--- src/rtl/hue_calc_pipe.sv ---
// hue_calc_pipe: fully pipelined RGB -> hue converter with ready/valid flow control.
//
// Ports
//   i_clk, i_rstn          clock (rising edge), asynchronous active-low reset
//   i_r, i_g, i_b [CW]     unsigned colour channels
//   i_user [UW]            sideband carried alongside each pixel
//   i_valid / o_ready      input handshake; o_ready = !o_valid | i_ready
//   o_hue [9+FRAC]         hue in degrees * 2^FRAC, range [0, 360*2^FRAC - 1]
//   o_delta, o_max [CW]    chroma (max - min) and max channel
//   o_gray                 delta == 0 (hue forced to 0)
//   o_user [UW]            sideband of the output pixel
//   o_valid / i_ready      output handshake
//
// Pipeline: stage 0 (sector select), QW = 6+FRAC restoring-divider stages,
// then one output stage, giving QW+2 cycles of latency. A single global
// enable stalls every stage (valids included) under backpressure.
module hue_calc_pipe #(
    parameter int CW   = 8,
    parameter int FRAC = 0,
    parameter int UW   = 1
) (
    input  logic            i_clk,
    input  logic            i_rstn,
    input  logic [CW-1:0]   i_r,
    input  logic [CW-1:0]   i_g,
    input  logic [CW-1:0]   i_b,
    input  logic [UW-1:0]   i_user,
    input  logic            i_valid,
    output logic            o_ready,
    output logic [8+FRAC:0] o_hue,
    output logic [CW-1:0]   o_delta,
    output logic [CW-1:0]   o_max,
    output logic            o_gray,
    output logic [UW-1:0]   o_user,
    output logic            o_valid,
    input  logic            i_ready
);

    localparam int QW     = 6 + FRAC;
    localparam int DW     = CW + 6 + FRAC;
    localparam int HW     = 9 + FRAC;
    localparam int SW     = 11 + FRAC;
    localparam int QSCALE = 60 * (2 ** FRAC);

    // One restoring-division step: trial-subtract delta aligned to bit k.
    function automatic logic div_bit(input logic [DW-1:0] rem, input logic [CW-1:0] dlt,
                                     input int k);
        logic [DW-1:0] dsh;
        dsh = DW'(dlt) << k;
        return rem >= dsh;
    endfunction

    function automatic logic [DW-1:0] div_rem(input logic [DW-1:0] rem,
                                              input logic [CW-1:0] dlt, input int k);
        logic [DW-1:0] dsh;
        dsh = DW'(dlt) << k;
        return (rem >= dsh) ? rem - dsh : rem;
    endfunction

    // Combine sector base and signed quotient, then wrap into [0, 360*2^FRAC).
    function automatic logic [HW-1:0] hue_wrap(input logic [1:0] sec, input logic sgn,
                                               input logic [QW-1:0] q);
        logic signed [SW-1:0] b, qs, h, full;
        full = SW'(360 * (2 ** FRAC));
        case (sec)
            2'd1:    b = SW'(120 * (2 ** FRAC));
            2'd2:    b = SW'(240 * (2 ** FRAC));
            default: b = '0;
        endcase
        qs = SW'(q);
        h  = sgn ? b - qs : b + qs;
        if (h < 0) h = h + full;
        if (h == full) h = '0;
        return HW'(h);
    endfunction

    logic en;
    assign en      = !o_valid || i_ready;
    assign o_ready = en;

    // Stage 0 combinational: max/min/delta and sector with R > G > B tie priority
    logic        [CW-1:0] mx_d, mn_d, dlt_d, absn_d;
    logic signed [CW:0]   num_d;
    logic        [1:0]    sec_d;
    logic                 sgn_d;
    logic        [DW-1:0] rem_d;

    always_comb begin
        mx_d  = i_b;
        sec_d = 2'd2;
        num_d = $signed({1'b0, i_r}) - $signed({1'b0, i_g});
        if (i_r >= i_g && i_r >= i_b) begin
            mx_d  = i_r;
            sec_d = 2'd0;
            num_d = $signed({1'b0, i_g}) - $signed({1'b0, i_b});
        end else if (i_g >= i_b) begin
            mx_d  = i_g;
            sec_d = 2'd1;
            num_d = $signed({1'b0, i_b}) - $signed({1'b0, i_r});
        end
        mn_d = i_r;
        if (i_g < mn_d) mn_d = i_g;
        if (i_b < mn_d) mn_d = i_b;
        dlt_d  = mx_d - mn_d;
        sgn_d  = num_d[CW];
        absn_d = sgn_d ? CW'(-num_d) : CW'(num_d);
        rem_d  = DW'(absn_d) * DW'(QSCALE);
    end

    // Stage data registers (index = stage number); no reset, qualified by vld_q
    logic [DW-1:0] rem_q [0:QW-1];
    logic [QW-1:0] quo_q [0:QW];
    logic [CW-1:0] dlt_q [0:QW];
    logic [CW-1:0] mx_q  [0:QW];
    logic [1:0]    sec_q [0:QW];
    logic          sgn_q [0:QW];
    logic [UW-1:0] usr_q [0:QW];
    logic [QW:0]   vld_q;

    always_ff @(posedge i_clk) begin
        if (en) begin
            rem_q[0] <= rem_d;
            quo_q[0] <= '0;
            dlt_q[0] <= dlt_d;
            mx_q[0]  <= mx_d;
            sec_q[0] <= sec_d;
            sgn_q[0] <= sgn_d;
            usr_q[0] <= i_user;
            // Stages 1..QW: quotient bits shift in MSB first
            for (int s = 1; s <= QW; s++) begin
                quo_q[s] <= {quo_q[s-1][QW-2:0], div_bit(rem_q[s-1], dlt_q[s-1], QW - s)};
                dlt_q[s] <= dlt_q[s-1];
                mx_q[s]  <= mx_q[s-1];
                sec_q[s] <= sec_q[s-1];
                sgn_q[s] <= sgn_q[s-1];
                usr_q[s] <= usr_q[s-1];
            end
            for (int s = 1; s < QW; s++) begin
                rem_q[s] <= div_rem(rem_q[s-1], dlt_q[s-1], QW - s);
            end
        end
    end

    // Output stage: valids and output registers reset so outputs read 0
    logic [HW-1:0] hue_q;
    logic [CW-1:0] odlt_q, omx_q;
    logic          gray_q, ovld_q;
    logic [UW-1:0] ousr_q;

    always_ff @(posedge i_clk or negedge i_rstn) begin
        if (!i_rstn) begin
            vld_q  <= '0;
            ovld_q <= 1'b0;
            hue_q  <= '0;
            odlt_q <= '0;
            omx_q  <= '0;
            gray_q <= 1'b0;
            ousr_q <= '0;
        end else if (en) begin
            vld_q  <= {vld_q[QW-1:0], i_valid};
            ovld_q <= vld_q[QW];
            // Data only loads on a valid pixel, so bubbles keep outputs at last/zero value
            if (vld_q[QW]) begin
                hue_q  <= (dlt_q[QW] == '0) ? '0 : hue_wrap(sec_q[QW], sgn_q[QW], quo_q[QW]);
                odlt_q <= dlt_q[QW];
                omx_q  <= mx_q[QW];
                gray_q <= (dlt_q[QW] == '0);
                ousr_q <= usr_q[QW];
            end
        end
    end

    assign o_hue   = hue_q;
    assign o_delta = odlt_q;
    assign o_max   = omx_q;
    assign o_gray  = gray_q;
    assign o_user  = ousr_q;
    assign o_valid = ovld_q;

endmodule

--- config.mk ---
export PLATFORM = sky130hd
export DESIGN_NAME = hue_calc_pipe
export DESIGN_NICKNAME = d
export VERILOG_FILES = /design/src/rtl/hue_calc_pipe.sv
export SDC_FILE = /design/constraint.sdc
export NUM_CORES = 1
export LEC_CHECK = 0
export ABC_CLOCK_PERIOD_IN_PS = 20100
export CAP_MARGIN = 20
export CORE_MARGIN = 2
export CORE_UTILIZATION = 23
export CTS_BUF_LIST = sky130_fd_sc_hd__clkbuf_2 sky130_fd_sc_hd__clkbuf_4 sky130_fd_sc_hd__clkbuf_8
export CTS_CLUSTER_SIZE = 30
export DETAILED_ROUTE_END_ITERATION = 8
export GPL_TIMING_DRIVEN = 0
export SYNTH_ARGS = -nofsm -noshare
export SYNTH_HDL_FRONTEND = slang
export SYNTH_SLANG_ARGS = --single-unit
--- constraint.sdc ---
create_clock -name i_clk -period 20.1 [get_ports i_clk]
set_input_delay 3.015 -clock i_clk [delete_from_list [all_inputs] [get_ports i_clk]]
set_output_delay 3.015 -clock i_clk [all_outputs]
set_load 0.05 [all_outputs]
==> flow_results.org <==
** Pwr
- Clk pwr share :: between 10% and 20%
- In this run the power density over the cells is 188 nW/um2.
- Combinational logic is responsible for between 50% and 60% of the overall power.
- Sequential share of power :: 35.0%
- Worst vdd ir :: slightly below 0.09 mV
- Fraction of power spent switching nets :: 38.5%
- The design draws between 3000 and 4000 uW.
- In this run the static leakage power is around 0.0070 uW.
- The internal power of the cells totals 2010 uW.
- Switching power total :: about 1300 uW

** Cells and area
- Share of layout cells above drive strength 1 :: about a tenth
- Fill cells in the final layout number between 6k and 7k.
- Commonest non-fill, non-tap cell in the layout :: sky130_fd_sc_hd__edfxtp_1
- Count of inserted antenna diode cells :: 0
- In the final layout, flip-flops and latches occupy between 7000 and 8000 um2.
- In the final layout, the multi-input gates occupy about 6200 um2.
- Leaving out fill and tap cells, the most frequent cells in the layout are sky130_fd_sc_hd__edfxtp_1 (234), sky130_fd_sc_hd__inv_1 (156), sky130_fd_sc_hd__ha_1 (117), sky130_fd_sc_hd__nor2_1 (88), sky130_fd_sc_hd__a21oi_1 (74).
- Area added between synthesis and finish :: 17.5%
- Number of nets in the layout :: approximately 1.5k

** Synth
- Mapped Cells :: 1239
- Total nets after synthesis :: around 1.4k
- Synthesis inferred ~270 register bits.
- Area share of the leading cell type in the synthesized netlist :: a little under half
- Cell types with the largest area share after synthesis :: sky130_fd_sc_hd__edfxtp_1 (48%), sky130_fd_sc_hd__ha_1 (9.9%), sky130_fd_sc_hd__dfrtp_1 (5.9%)
- Summing the sequential cell areas from Yosys gives between 50% and 60% of the chip area.
- The netlist uses between 70 and 80 different library cells.
- Dominant register cell in the synthesized netlist :: sky130_fd_sc_hd__edfxtp_1
- Yosys mapped a number of flops with a built-in enable equal to between 200 and 250.
- Number of warnings printed during yosys synthesis :: 0
- In the synthesized netlist the async set-or-reset flop fraction comes to 13.0%.
- Summing every instance area after synthesis gives about 15000 um2.
- Cell type contributing the most total cell area after synthesis :: sky130_fd_sc_hd__edfxtp_1
- Average size of a mapped cell :: between 10 and 15 um2

** Global routing
- The via count of the first global-routing pass came to 9855.
- Antenna violations before repair :: 0
- Global-route usage over all layers :: about 8.6%
- The first global-routing pass estimated about 47000 um of wire.
- Total congestion overflow after global routing :: 0
- Entering global routing, the biggest net connects 76 pins.

** Detailed routing
- Remaining design rule violation count :: 0
- Mean number of vias per cell :: approximately 4.2
- In this run, the number of DRC markers left after iteration 0 of detailed routing was 499.
- The first detailed-routing pass took 7 iterations.
- The detail route stage leaves a number of antenna-violating nets equal to 0.
- The detailed router placed roughly 9.4k vias in this run.
- Routed length per instance :: 12.8 um
- Detailed Route WL :: roughly 28000 um

** CTS
- # Post-CTS Setup Buffers :: 0
- TritonCTS sink count :: around 270
- H-tree depth reported by CTS :: 2
- Clock buffers created by TritonCTS :: 46
- Post-CTS Resized :: 0
- After clock tree synthesis, the clock-pin slew on the worst setup and hold paths is 0.05 ns.
- The clock passes through at most 3 buffers.
- Clock tree from TritonCTS :: done
- The number of hold buffers added after CTS was 0.
- Clock latency reported for the late side of the worst-skew pair :: roughly 0.55 ns
- Root Driver :: sky130_fd_sc_hd__clkbuf_8

** Floorplanning
- The region available for standard cell placement spans ~63000 um2.
- The die is about 260 um tall.
- Once the floorplan was initialized, standard cells occupied a little under a quarter of the core.
- Row generation in the floorplan step produced between 90 and 100 rows.
- Floorplan die width :: 258 um
- Die footprint :: around 66000 um2
- For this design the top-level I/O count stands at 58.

** Timing
- Final Hold Fails :: 0
- After layout, the minimum clock period comes to slightly below 10 ns.
- Unrepaired setup endpoints after global routing :: false
- Worst Max-Slew Pin Slew :: ~0.94 ns
- In the final timing run, aggregate negative setup slack is 0 ns.
- Fin worst setup slack :: just over 10 ns
- Final critical-path share of the clock period :: between 40 and 50%
- Fmax :: slightly above 0.1 GHz
- Final Max Tran Viols :: 0
- Setup violations remaining at the end of the flow were counted as 0.
- Measured against its own limit, the worst slew margin works out to 36.8%.
- Worst-case clock skew :: approximately 0.031 ns

** Setup path
- Max stage delay on crit path :: ~0.73 ns
- Kind of start point of the critical path :: input port
- For this design, the slowest cell found on the critical path is sky130_fd_sc_hd__a21boi_1.
- Signal arrival time at the worst endpoint :: ~10 ns
- Critical path peak fanout :: 10
- CP endpoint kind :: flop
- Setup Crit Path Kind :: input port to flop
- Required time worst endpoint :: about 20 ns

** Placement
- Routability-driven placement finished with a final weighted congestion of just under 0.9.
- # port buffers :: 57
- The HPWL after detailed placement is between 20000 and 25000 um.
- Setup Slack @ Placement :: 9.61 ns

** Run status
- The flow ran to the end, and the final reports show no timing, DRC or antenna violations.

** Min path
- Hold Path Class :: flop to flop

** Run
- # Max-Cap Violations :: 0
==> metrics by stage <==
stage	cell area [um2]	util, %	instances	hold WS [ns]
4_1_cts	17400	27.4	2228	0.396
5_1_grt	17400	27.4	2228	0.421
6_report	17400	27.4	2228	0.399
3_5_place_dp	16500	26.1	2145	0.405
3_3_place_gp	16400	25.9	2142	0.402
2_1_floorplan	14800	-	1239	0.400
==> power by group through the flow <==
stage                     logic (uW)  registers (uW)  clock network, uW
after global routing            1900            1170                502
after CTS                       1680            1140                478
final                           1660            1140                458
after floorplan                 1220            1240                  0
after detailed placement        1670            1150                  0
after global placement          1620            1190                  0
==> sequential cells by signal (all words and copies together), names as in the netlist, 8 cells and up <==
name	flops
dlt_q	56
o_max	8
o_hue	9
quo_q	21
o_delta	8
rem_q	73
mx_q	56
sec_q	14
==> synth_stat cells, drive strengths merged (3+ instances only) <==
| master | count |
|---|---|
| edfxtp | 234 |
| inv | 158 |
| ha | 117 |
| nor2 | 88 |
| a21oi | 74 |
| o21ai | 63 |
| nand2 | 47 |
| mux2 | 42 |
| xnor2 | 39 |
| dfrtp | 35 |
| xor2 | 33 |
| a21boi | 22 |
| nand3 | 19 |
| nor2b | 19 |
| fa | 17 |
| a21o | 16 |
| nand2b | 15 |
| nor3 | 14 |
| clkbuf | 13 |
| mux2i | 13 |
| nor4 | 13 |
| a211oi | 12 |
| o21a | 12 |
| and3 | 10 |
| or3 | 10 |
| nand4 | 9 |
| o21bai | 9 |
| o31ai | 9 |
| a32o | 6 |
| o211ai | 6 |
| nand3b | 5 |
| o2111ai | 5 |
| a221oi | 4 |
| nor4b | 4 |
| o22ai | 4 |
| a211o | 3 |
| a22o | 3 |
| and2 | 3 |
| and4 | 3 |
| buf | 3 |
| nor3b | 3 |
| or2 | 3 |
| or4 | 3 |
==> worst max-delay path: cells and delay by family <==
kind | cells | cell delay, ns
xor+xnor | 2 | 0.24
fa+ha+maj | 3 | 0.90
simple gates | 4 | 0.66
buf+inv | 5 | 1.59
compound gates | 14 | 3.27
mux | 1 | 0.43
==> worst paths after layout <==
| check | end | slack (ns) | from | depth (start not counted) |
|---|---|---|---|---|
| worst max register to register | o_hue[6] | 16.41 | sec_q[6][1] | 13 |
| worst max-delay path | dlt_q[0][7] | 10.24 | i_g[1] | 29 |
| min in group asynchronous | o_hue[4] | 2.57 | i_rstn | 1 |
| worst min-delay path | mx_q[2][1] | 0.40 | mx_q[1][1] | 0 |
| worst min register to register | mx_q[2][1] | 0.40 | mx_q[1][1] | 0 |
| max in group asynchronous | o_delta[7] | 17.03 | i_rstn | 1 |
==> cell families after synthesis <==
| kind of cell | count (synthesis) | share of synthesized area, % |
|---|---|---|
| flops | 269 | 53.4 |
| buf+inv | 175 | 4.48 |
| mux | 55 | 4.08 |
| compound gates | 259 | 11.7 |
| fa+ha+maj | 136 | 12.3 |
| xor+xnor | 73 | 4.52 |
| simple gates | 272 | 9.49 |
==> metal layers <==
metal	wire length, um	track usage, %	up-vias	part of all wire, %
met3	1050	1.55	52	3.7
met2	13800	15.3	178	48
met1	12900	10.2	4504	45
met5	0	0	-	0
met4	739	3.05	0	2.6
li1	-	-	4706	-
==> cell type report <==
cell class	instances	area share [%]
buffer	16	0.403
clock buffer	66	4.58
clock inverter	17	0.482
inverter	159	3.43
multi-input combinational	795	35.8
sequential	269	45.5
tap	846	6.09
timing repair buffer	60	3.73
Power figures use the tool's default switching activity.
